$ cat src/rtl/md_pkg.sv
// Shared alu_op codes, FSM state type and result constants for the RV32M
// multiply/divide unit.
package md_pkg;

  localparam logic [4:0] MD_MUL    = 5'd10;
  localparam logic [4:0] MD_MULH   = 5'd11;
  localparam logic [4:0] MD_MULHU  = 5'd12;
  localparam logic [4:0] MD_MULHSU = 5'd13;
  localparam logic [4:0] MD_DIVU   = 5'd14;
  localparam logic [4:0] MD_REMU   = 5'd15;
  localparam logic [4:0] MD_DIV    = 5'd16;
  localparam logic [4:0] MD_REM    = 5'd17;

  localparam logic [31:0] DIV_BY_ZERO_Q = 32'hFFFF_FFFF;
  localparam logic [31:0] INT_MIN       = 32'h8000_0000;

  typedef enum logic [1:0] {IDLE, MUL, DIV, FIN} md_state_e;

  function automatic logic is_md_op(input logic [4:0] op);
    return (op >= MD_MUL) && (op <= MD_REM);
  endfunction

  function automatic logic is_div_op(input logic [4:0] op);
    return (op >= MD_DIVU) && (op <= MD_REM);
  endfunction

endpackage

$ cat src/rtl/md_unit_if.sv
// Request/response bundle between the decode stage (master) and md_unit (slave).
interface md_unit_if #(parameter int XLEN = 32);
  logic            start;
  logic            flush;
  logic [4:0]      alu_op;
  logic [XLEN-1:0] op_a;
  logic [XLEN-1:0] op_b;
  logic [4:0]      rd_addr_i;
  logic            busy;
  logic            done;
  logic [XLEN-1:0] result;
  logic [4:0]      rd_addr_o;

  modport master (output start, flush, alu_op, op_a, op_b, rd_addr_i,
                  input  busy, done, result, rd_addr_o);
  modport slave  (input  start, flush, alu_op, op_a, op_b, rd_addr_i,
                  output busy, done, result, rd_addr_o);
endinterface

$ cat src/rtl/md_div_iter.sv
// Restoring divider datapath on unsigned magnitudes: load initialises the
// registers, each step retires one quotient bit, last_iter flags the final step.
module md_div_iter #(
  parameter int XLEN      = 32,
  parameter int DIV_ITERS = 32
) (
  input  logic            clk,
  input  logic            rst,
  input  logic            load,
  input  logic            step,
  input  logic [XLEN-1:0] dividend,
  input  logic [XLEN-1:0] divisor,
  output logic [XLEN-1:0] quotient,
  output logic [XLEN-1:0] remainder,
  output logic            last_iter
);
  localparam int CW = $clog2(DIV_ITERS);

  logic [XLEN-1:0] rem_q, quo_q, dvs_q;
  logic [CW-1:0]   cnt_q;
  logic [XLEN:0]   shifted;
  logic [XLEN+1:0] diff;

  always_comb begin
    shifted = {rem_q, quo_q[XLEN-1]};
    diff    = {1'b0, shifted} - {2'b00, dvs_q};
  end

  always_ff @(posedge clk) begin
    if (rst) begin
      rem_q <= '0;
      quo_q <= '0;
      dvs_q <= '0;
      cnt_q <= '0;
    end else if (load) begin
      rem_q <= '0;
      quo_q <= dividend;
      dvs_q <= divisor;
      cnt_q <= '0;
    end else if (step) begin
      // A clear top bit of diff means the trial subtraction did not borrow.
      if (!diff[XLEN+1]) begin
        rem_q <= diff[XLEN-1:0];
        quo_q <= {quo_q[XLEN-2:0], 1'b1};
      end else begin
        rem_q <= shifted[XLEN-1:0];
        quo_q <= {quo_q[XLEN-2:0], 1'b0};
      end
      cnt_q <= cnt_q + 1'b1;
    end
  end

  assign quotient  = quo_q;
  assign remainder = rem_q;
  assign last_iter = (cnt_q == CW'(DIV_ITERS - 1));
endmodule

$ cat src/rtl/md_unit.sv
// RV32M multiply/divide execute unit: single-cycle registered multiply,
// iterative restoring divide. Optional MD_UNIT_EARLY_OUT_EN shortcuts
// divide-by-zero and signed overflow past the divide iterations.
module md_unit
  import md_pkg::*;
#(
  parameter int XLEN      = 32,
  parameter int DIV_ITERS = 32
) (
  input  logic       clk,
  input  logic       rst,
  md_unit_if.slave   bus
);
  md_state_e         state_q, state_d;
  logic [4:0]        op_q, rd_q, rd_out_q;
  logic [XLEN-1:0]   a_q, b_q, result_q, fin_result;
  logic [2*XLEN-1:0] prod_q, wa, wb, prod;
  logic              first_q, busy, accept;
  logic              sign_a, sign_b, signed_div, neg_a, neg_b, b_zero, ovf;
  logic [XLEN-1:0]   mag_a, mag_b, quo, rem;
  logic              div_load, div_step, last_iter;

  assign busy   = (state_q == MUL) || (state_q == DIV);
  assign accept = bus.start && !busy && !bus.flush && is_md_op(bus.alu_op);

  // 33x33 signed product, widened to the full 64-bit result before multiplying.
  always_comb begin
    sign_a = (op_q == MD_MUL) || (op_q == MD_MULH) || (op_q == MD_MULHSU);
    sign_b = (op_q == MD_MUL) || (op_q == MD_MULH);
    wa     = {{XLEN{sign_a & a_q[XLEN-1]}}, a_q};
    wb     = {{XLEN{sign_b & b_q[XLEN-1]}}, b_q};
    prod   = wa * wb;
  end

  always_comb begin
    signed_div = (op_q == MD_DIV) || (op_q == MD_REM);
    neg_a      = signed_div & a_q[XLEN-1];
    neg_b      = signed_div & b_q[XLEN-1];
    mag_a      = neg_a ? -a_q : a_q;
    mag_b      = neg_b ? -b_q : b_q;
    b_zero     = (b_q == '0);
    ovf        = signed_div && (a_q == INT_MIN) && (b_q == '1);
  end

  assign div_load = (state_q == DIV) && first_q;
  assign div_step = (state_q == DIV) && !first_q;

  md_div_iter #(.XLEN(XLEN), .DIV_ITERS(DIV_ITERS)) u_div (
    .clk       (clk),
    .rst       (rst),
    .load      (div_load),
    .step      (div_step),
    .dividend  (mag_a),
    .divisor   (mag_b),
    .quotient  (quo),
    .remainder (rem),
    .last_iter (last_iter)
  );

  always_comb begin
    fin_result = '0;
    unique case (op_q)
      MD_MUL:                      fin_result = prod_q[XLEN-1:0];
      MD_MULH, MD_MULHU, MD_MULHSU: fin_result = prod_q[2*XLEN-1:XLEN];
      MD_DIVU: fin_result = b_zero ? DIV_BY_ZERO_Q : quo;
      MD_REMU: fin_result = b_zero ? a_q : rem;
      MD_DIV:  fin_result = b_zero ? DIV_BY_ZERO_Q :
                            ovf    ? INT_MIN :
                            (neg_a ^ neg_b) ? -quo : quo;
      MD_REM:  fin_result = b_zero ? a_q :
                            ovf    ? '0 :
                            neg_a  ? -rem : rem;
      default: fin_result = '0;
    endcase
  end

  always_ff @(posedge clk) begin
    if (rst) state_q <= IDLE;
    else     state_q <= state_d;
  end

  always_comb begin
    state_d = state_q;
    unique case (state_q)
      IDLE: if (accept) state_d = is_div_op(bus.alu_op) ? DIV : MUL;
      MUL:  state_d = FIN;
      DIV: begin
`ifdef MD_UNIT_EARLY_OUT_EN
        // Special cases are recognised in the load cycle and never iterate.
        if (first_q && (b_zero || ovf)) state_d = FIN;
`endif
        if (!first_q && last_iter) state_d = FIN;
      end
      FIN: state_d = accept ? (is_div_op(bus.alu_op) ? DIV : MUL) : IDLE;
      default: state_d = IDLE;
    endcase
    if (bus.flush) state_d = IDLE;
  end

  always_ff @(posedge clk) begin
    if (rst) begin
      op_q     <= '0;
      a_q      <= '0;
      b_q      <= '0;
      rd_q     <= '0;
      first_q  <= 1'b0;
      prod_q   <= '0;
      result_q <= '0;
      rd_out_q <= '0;
    end else begin
      if (div_load) first_q <= 1'b0;
      if (accept) begin
        op_q    <= bus.alu_op;
        a_q     <= bus.op_a;
        b_q     <= bus.op_b;
        rd_q    <= bus.rd_addr_i;
        first_q <= 1'b1;
      end
      if (state_q == MUL) prod_q <= prod;
      if (state_q == FIN) begin
        result_q <= fin_result;
        rd_out_q <= rd_q;
      end
    end
  end

  // The finished value is presented combinationally in FIN and held afterwards.
  assign bus.busy      = busy;
  assign bus.done      = (state_q == FIN);
  assign bus.result    = (state_q == FIN) ? fin_result : result_q;
  assign bus.rd_addr_o = (state_q == FIN) ? rd_q : rd_out_q;
endmodule

$ cat src/flat_wrapper.sv
// flat-port wrapper written by rule: the top's interface ports become plain ports
module md_unit_flat import md_pkg::*;
#(
  parameter int XLEN      = 32,
  parameter int DIV_ITERS = 32
)
  (clk, rst, bus_start, bus_flush, bus_alu_op, bus_op_a, bus_op_b, bus_rd_addr_i, bus_busy, bus_done, bus_result, bus_rd_addr_o);
  md_unit_if #(.XLEN(XLEN)) bus_i ();
  input  logic clk;
  input  logic rst;
  input wire logic [$bits(bus_i.start)-1:0] bus_start;
  input wire logic [$bits(bus_i.flush)-1:0] bus_flush;
  input wire logic [$bits(bus_i.alu_op)-1:0] bus_alu_op;
  input wire logic [$bits(bus_i.op_a)-1:0] bus_op_a;
  input wire logic [$bits(bus_i.op_b)-1:0] bus_op_b;
  input wire logic [$bits(bus_i.rd_addr_i)-1:0] bus_rd_addr_i;
  output wire logic [$bits(bus_i.busy)-1:0] bus_busy;
  output wire logic [$bits(bus_i.done)-1:0] bus_done;
  output wire logic [$bits(bus_i.result)-1:0] bus_result;
  output wire logic [$bits(bus_i.rd_addr_o)-1:0] bus_rd_addr_o;
  assign bus_i.start = bus_start;
  assign bus_i.flush = bus_flush;
  assign bus_i.alu_op = bus_alu_op;
  assign bus_i.op_a = bus_op_a;
  assign bus_i.op_b = bus_op_b;
  assign bus_i.rd_addr_i = bus_rd_addr_i;
  assign bus_busy = bus_i.busy;
  assign bus_done = bus_i.done;
  assign bus_result = bus_i.result;
  assign bus_rd_addr_o = bus_i.rd_addr_o;
  md_unit #(.XLEN(XLEN), .DIV_ITERS(DIV_ITERS)) u_core (.clk(clk), .rst(rst), .bus(bus_i));
endmodule
$ cat config.mk
export PLATFORM = sky130hd
export DESIGN_NAME = md_unit_flat
export DESIGN_NICKNAME = d
export VERILOG_FILES = /design/src/rtl/md_pkg.sv /design/src/rtl/md_unit_if.sv /design/src/rtl/md_div_iter.sv /design/src/rtl/md_unit.sv /design/src/flat_wrapper.sv
export SDC_FILE = /design/constraint.sdc
export NUM_CORES = 2
export LEC_CHECK = 0
export BUFFER_PORTS_ARGS = -buffer_cell sky130_fd_sc_hd__buf_4
export CORE_MARGIN = 3
export CORE_UTILIZATION = 55
export CTS_BUF_LIST = sky130_fd_sc_hd__clkbuf_8 sky130_fd_sc_hd__clkbuf_16
export CTS_CLUSTER_DIAMETER = 60
export CTS_CLUSTER_SIZE = 10
export DETAILED_ROUTE_END_ITERATION = 7
export PLACE_DENSITY = 0.8
export SYNTH_ARGS = -nofsm -noshare
export SYNTH_HDL_FRONTEND = slang
export SYNTH_HIERARCHICAL = 1
export SYNTH_SLANG_ARGS = --single-unit
$ cat constraint.sdc
create_clock -name clk -period 9.8 [get_ports clk]
set_input_delay 1.96 -clock clk [delete_from_list [all_inputs] [get_ports clk]]
set_output_delay 1.96 -clock clk [all_outputs]
set_load 0.05 [all_outputs]
==> metrics.txt <==
Critical Path Stages 29; design area 57800 µm²; Mapped Area 54700 µm²; CTS root buffer clkbuf_16; asr flop ratio synth 0%; port bufs 116; Gate power share 24.4%; hold violation total from the final report 0; Max Clk Rate 107 MHz; syn nets 7891; Die H 321 µm; Max FO, Critical Path 15; die area 103000 µm²; Final Max Slew Viols 0; synth unique cells 95; worst r2r path cells 29; TNS Setup 0 ns; synthesis-to-finish area growth 5.64%; critical path's slowest cell o211a_2; DP HPWL 129000 µm; predominant post-synthesis flop cell dfxtp_1; cells after synthesis 6432; Synth area leaders fa_1 41%, dfxtp_1 10%, inv_1 8.4%; Internal 2170 µW; CTS sink count 279; CTS tree built; met2 WL 75300 µm; Setup crit start u_core/op_q[1]; Ys Warns 6; Slew headroom 12.7%; Seq/Total Area, Yosys 10.2%; initial core utilization 55.5%; flop2flop setup slack 0.47 ns; Buffers & Inverters on Critical Path 7; P_leak 0.0262 µW; minimum clock period 9.33 ns; reg2reg end u_core/prod_q[61]; DIE WIDTH 321 µm; number of global-route vias before repair 47136; # IOs 117; first-pass GRT wire length 261000 µm; met3 wire length 17300 µm; Post-CTS Setup Bufs 0; setup-violating endpoint count in the final report 0; RSZ-0062 raised after global routing false; Peak VDD IR 0.0000940 V; Max Used Layer met4; DR iter-0 viols 4669; worst path required time 10.20 ns; Routed Antenna Nets 0; final worst-path cycle share 95.2%; drt pass-1 iters 6; clock network power share 38.7%; hold buffers post-CTS 0; worst skew pair latency 0.54 ns; GR Overflow Total 0; total vias in the final route 45114; Routed WL 163000 µm; WL/cell 21.5 µm; nets 7768; GPL Wtd Cong 0.968; count of state elements after synthesis 279; drc violations 0; slowest cell delay on critical path 0.55 ns; post_cts resized 0; worst hold path class reg -> reg; share of the synthesized area in the top cell type 41.2%; Critical R2R Launch u_core/op_q[1]; max cap viols 0; Slew @ Worst Pin 1.31 ns; number of flops mapped to enable cells by yosys 0; status completed; crit-path leading delay family adder cells; Setup crit end kind flip-flop; CP most frequent cell fa_1; switching share of total power 33.6%; Via-to-Cell Ratio 5.93; sequential share of power 37.0%; FP Rows 115; CTS max path bufs 3; Clock Skew 0.0462 ns; CORE AREA 98600 µm²; layout cell share with drive strength beyond 1 5.92%; M1 WL 63100 µm; Power Dens Cells 56.5 nW/µm²; CTS clock-pin slew for the worst setup and hold paths 0.06 ns; Total GRT Usage 32.2%; Num CTS Buffers 36; Psw 1100 µW; CP Capture Point u_core/prod_q[61]; H-tree levels 2; initial antenna violation count 3; placed inst area 56800 µm²; largest area contributor in the netlist fa_1; largest net degree at the start of global routing 102; syn_area_per_cell 8.51 µm²; Worst Path Arrival 9.73 ns; critical path class reg -> reg; CP startpoint kind flip-flop
-- area by class of cell --
cell class,count,area [µm²]
clock buffer,38,928
fill,8410,40700
timing repair buffer,257,1960
sequential,279,5600
antenna,2,5.00
tap,1287,1610
multi-input combinational,4505,43000
inverter,1230,4620
clock inverter,8,136
-- layer usage --
metal  vias up  global-route usage [%]
met3       494                    6.64
li1      19372                       -
met2      2483                    51.4
met5         -                       0
met1     22765                    43.3
met4         0                    12.6
-- through the flow --
stage                     cells  hold slack, ns  utilization [%]  setup slack, ns  power [µW]
after floorplan            6432           0.433                -            0.826        1770
after global placement     7558           0.441             57.6            0.576        1990
after detailed placement   7558           0.448             57.6            0.450        2000
after CTS                  7604           0.455             58.7            0.374        3250
after global routing       7604           0.480             58.7           0.0547        3380
final                      7606           0.454             58.7            0.470        3270
-- worst min path at each step --
stage / start / end / slack (ns) / cells past startpoint
final: u_core/rd_q[0] / u_core/rd_q[0] / 0.45 / 2
after global routing: u_core/b_q[28] / u_core/b_q[28] / 0.48 / 2
after CTS: u_core/rd_q[4] / u_core/rd_q[4] / 0.46 / 2
after detailed placement: u_core/rd_q[4] / u_core/rd_q[4] / 0.45 / 2
after global placement: u_core/rd_q[2] / u_core/rd_q[2] / 0.44 / 2
after floorplan: u_core/rd_q[0] / u_core/rd_q[0] / 0.43 / 2
-- cell families after synthesis --
logic type | Yosys count | share of synthesized area (%)
compound gates | 795 | 9.38
xor+xnor | 192 | 3.07
fa+ha+maj | 1381 | 47.0
buf+inv | 1648 | 11.4
flops | 279 | 10.2
mux | 121 | 2.23
simple gates | 2016 | 16.7
-- layout by cell type (no fill, tap or decap), types with 31 or more instances in the layout --
| cell | Yosys | routed |
|---|---|---|
| xor2_1 | 65 | 65 |
| nand4_1 | 31 | 31 |
| a21o_1 | 35 | 35 |
| o21ai_0 | 140 | 139 |
| inv_1 | 1230 | 1229 |
| a21oi_1 | 292 | 292 |
| nor3_1 | 40 | 40 |
| nand2_1 | 1077 | 1077 |
| mux2i_1 | 115 | 115 |
| nand3_1 | 42 | 42 |
| and2_1 | 308 | 307 |
| clkbuf_16 | 0 | 36 |
| nor2b_1 | 57 | 55 |
| dfxtp_1 | 279 | 266 |
| ha_1 | 255 | 254 |
| buf_4 | 2 | 254 |
| xnor2_1 | 127 | 127 |
| fa_1 | 1126 | 1126 |
| nor2_1 | 313 | 310 |
-- worst min-delay path, cell delays in order (launching register included) --
cell	delay, ns
dfxtp_1	0.30
nand2_1	0.05
a21oi_1	0.05
-- synth_stat cells, drive strengths merged (115+ instances only) --
library cell	n
and2	308
o21ai	156
clkbuf	309
dfxtp	279
ha	255
mux2i	115
xnor2	127
inv	1230
nor2	315
a21oi	293
nand2	1077
fa	1126
-- power by group through the flow --
stage	registers [µW]	logic (µW)	clock network, µW
global placement	1230	759	0
floorplan	1190	585	0
finish	1210	796	1260
global route	1210	858	1310
CTS	1210	773	1270
detailed placement	1230	769	0
-- flip-flops by register name, indices dropped and copies added, names as in the netlist, 2 cells and up --
| signal | count |
|---|---|
| u_core/a_q | 32 |
| u_core/b_q | 32 |
| u_core/op_q | 5 |
| u_core/prod_q | 64 |
| u_core/rd_out_q | 5 |
| u_core/rd_q | 5 |
| u_core/result_q | 32 |
| u_core/state_q | 2 |
| u_core/u_div/cnt_q | 5 |
| u_core/u_div/dvs_q | 32 |
| u_core/u_div/quotient | 32 |
| u_core/u_div/remainder | 32 |
Power figures use the tool's default switching activity.
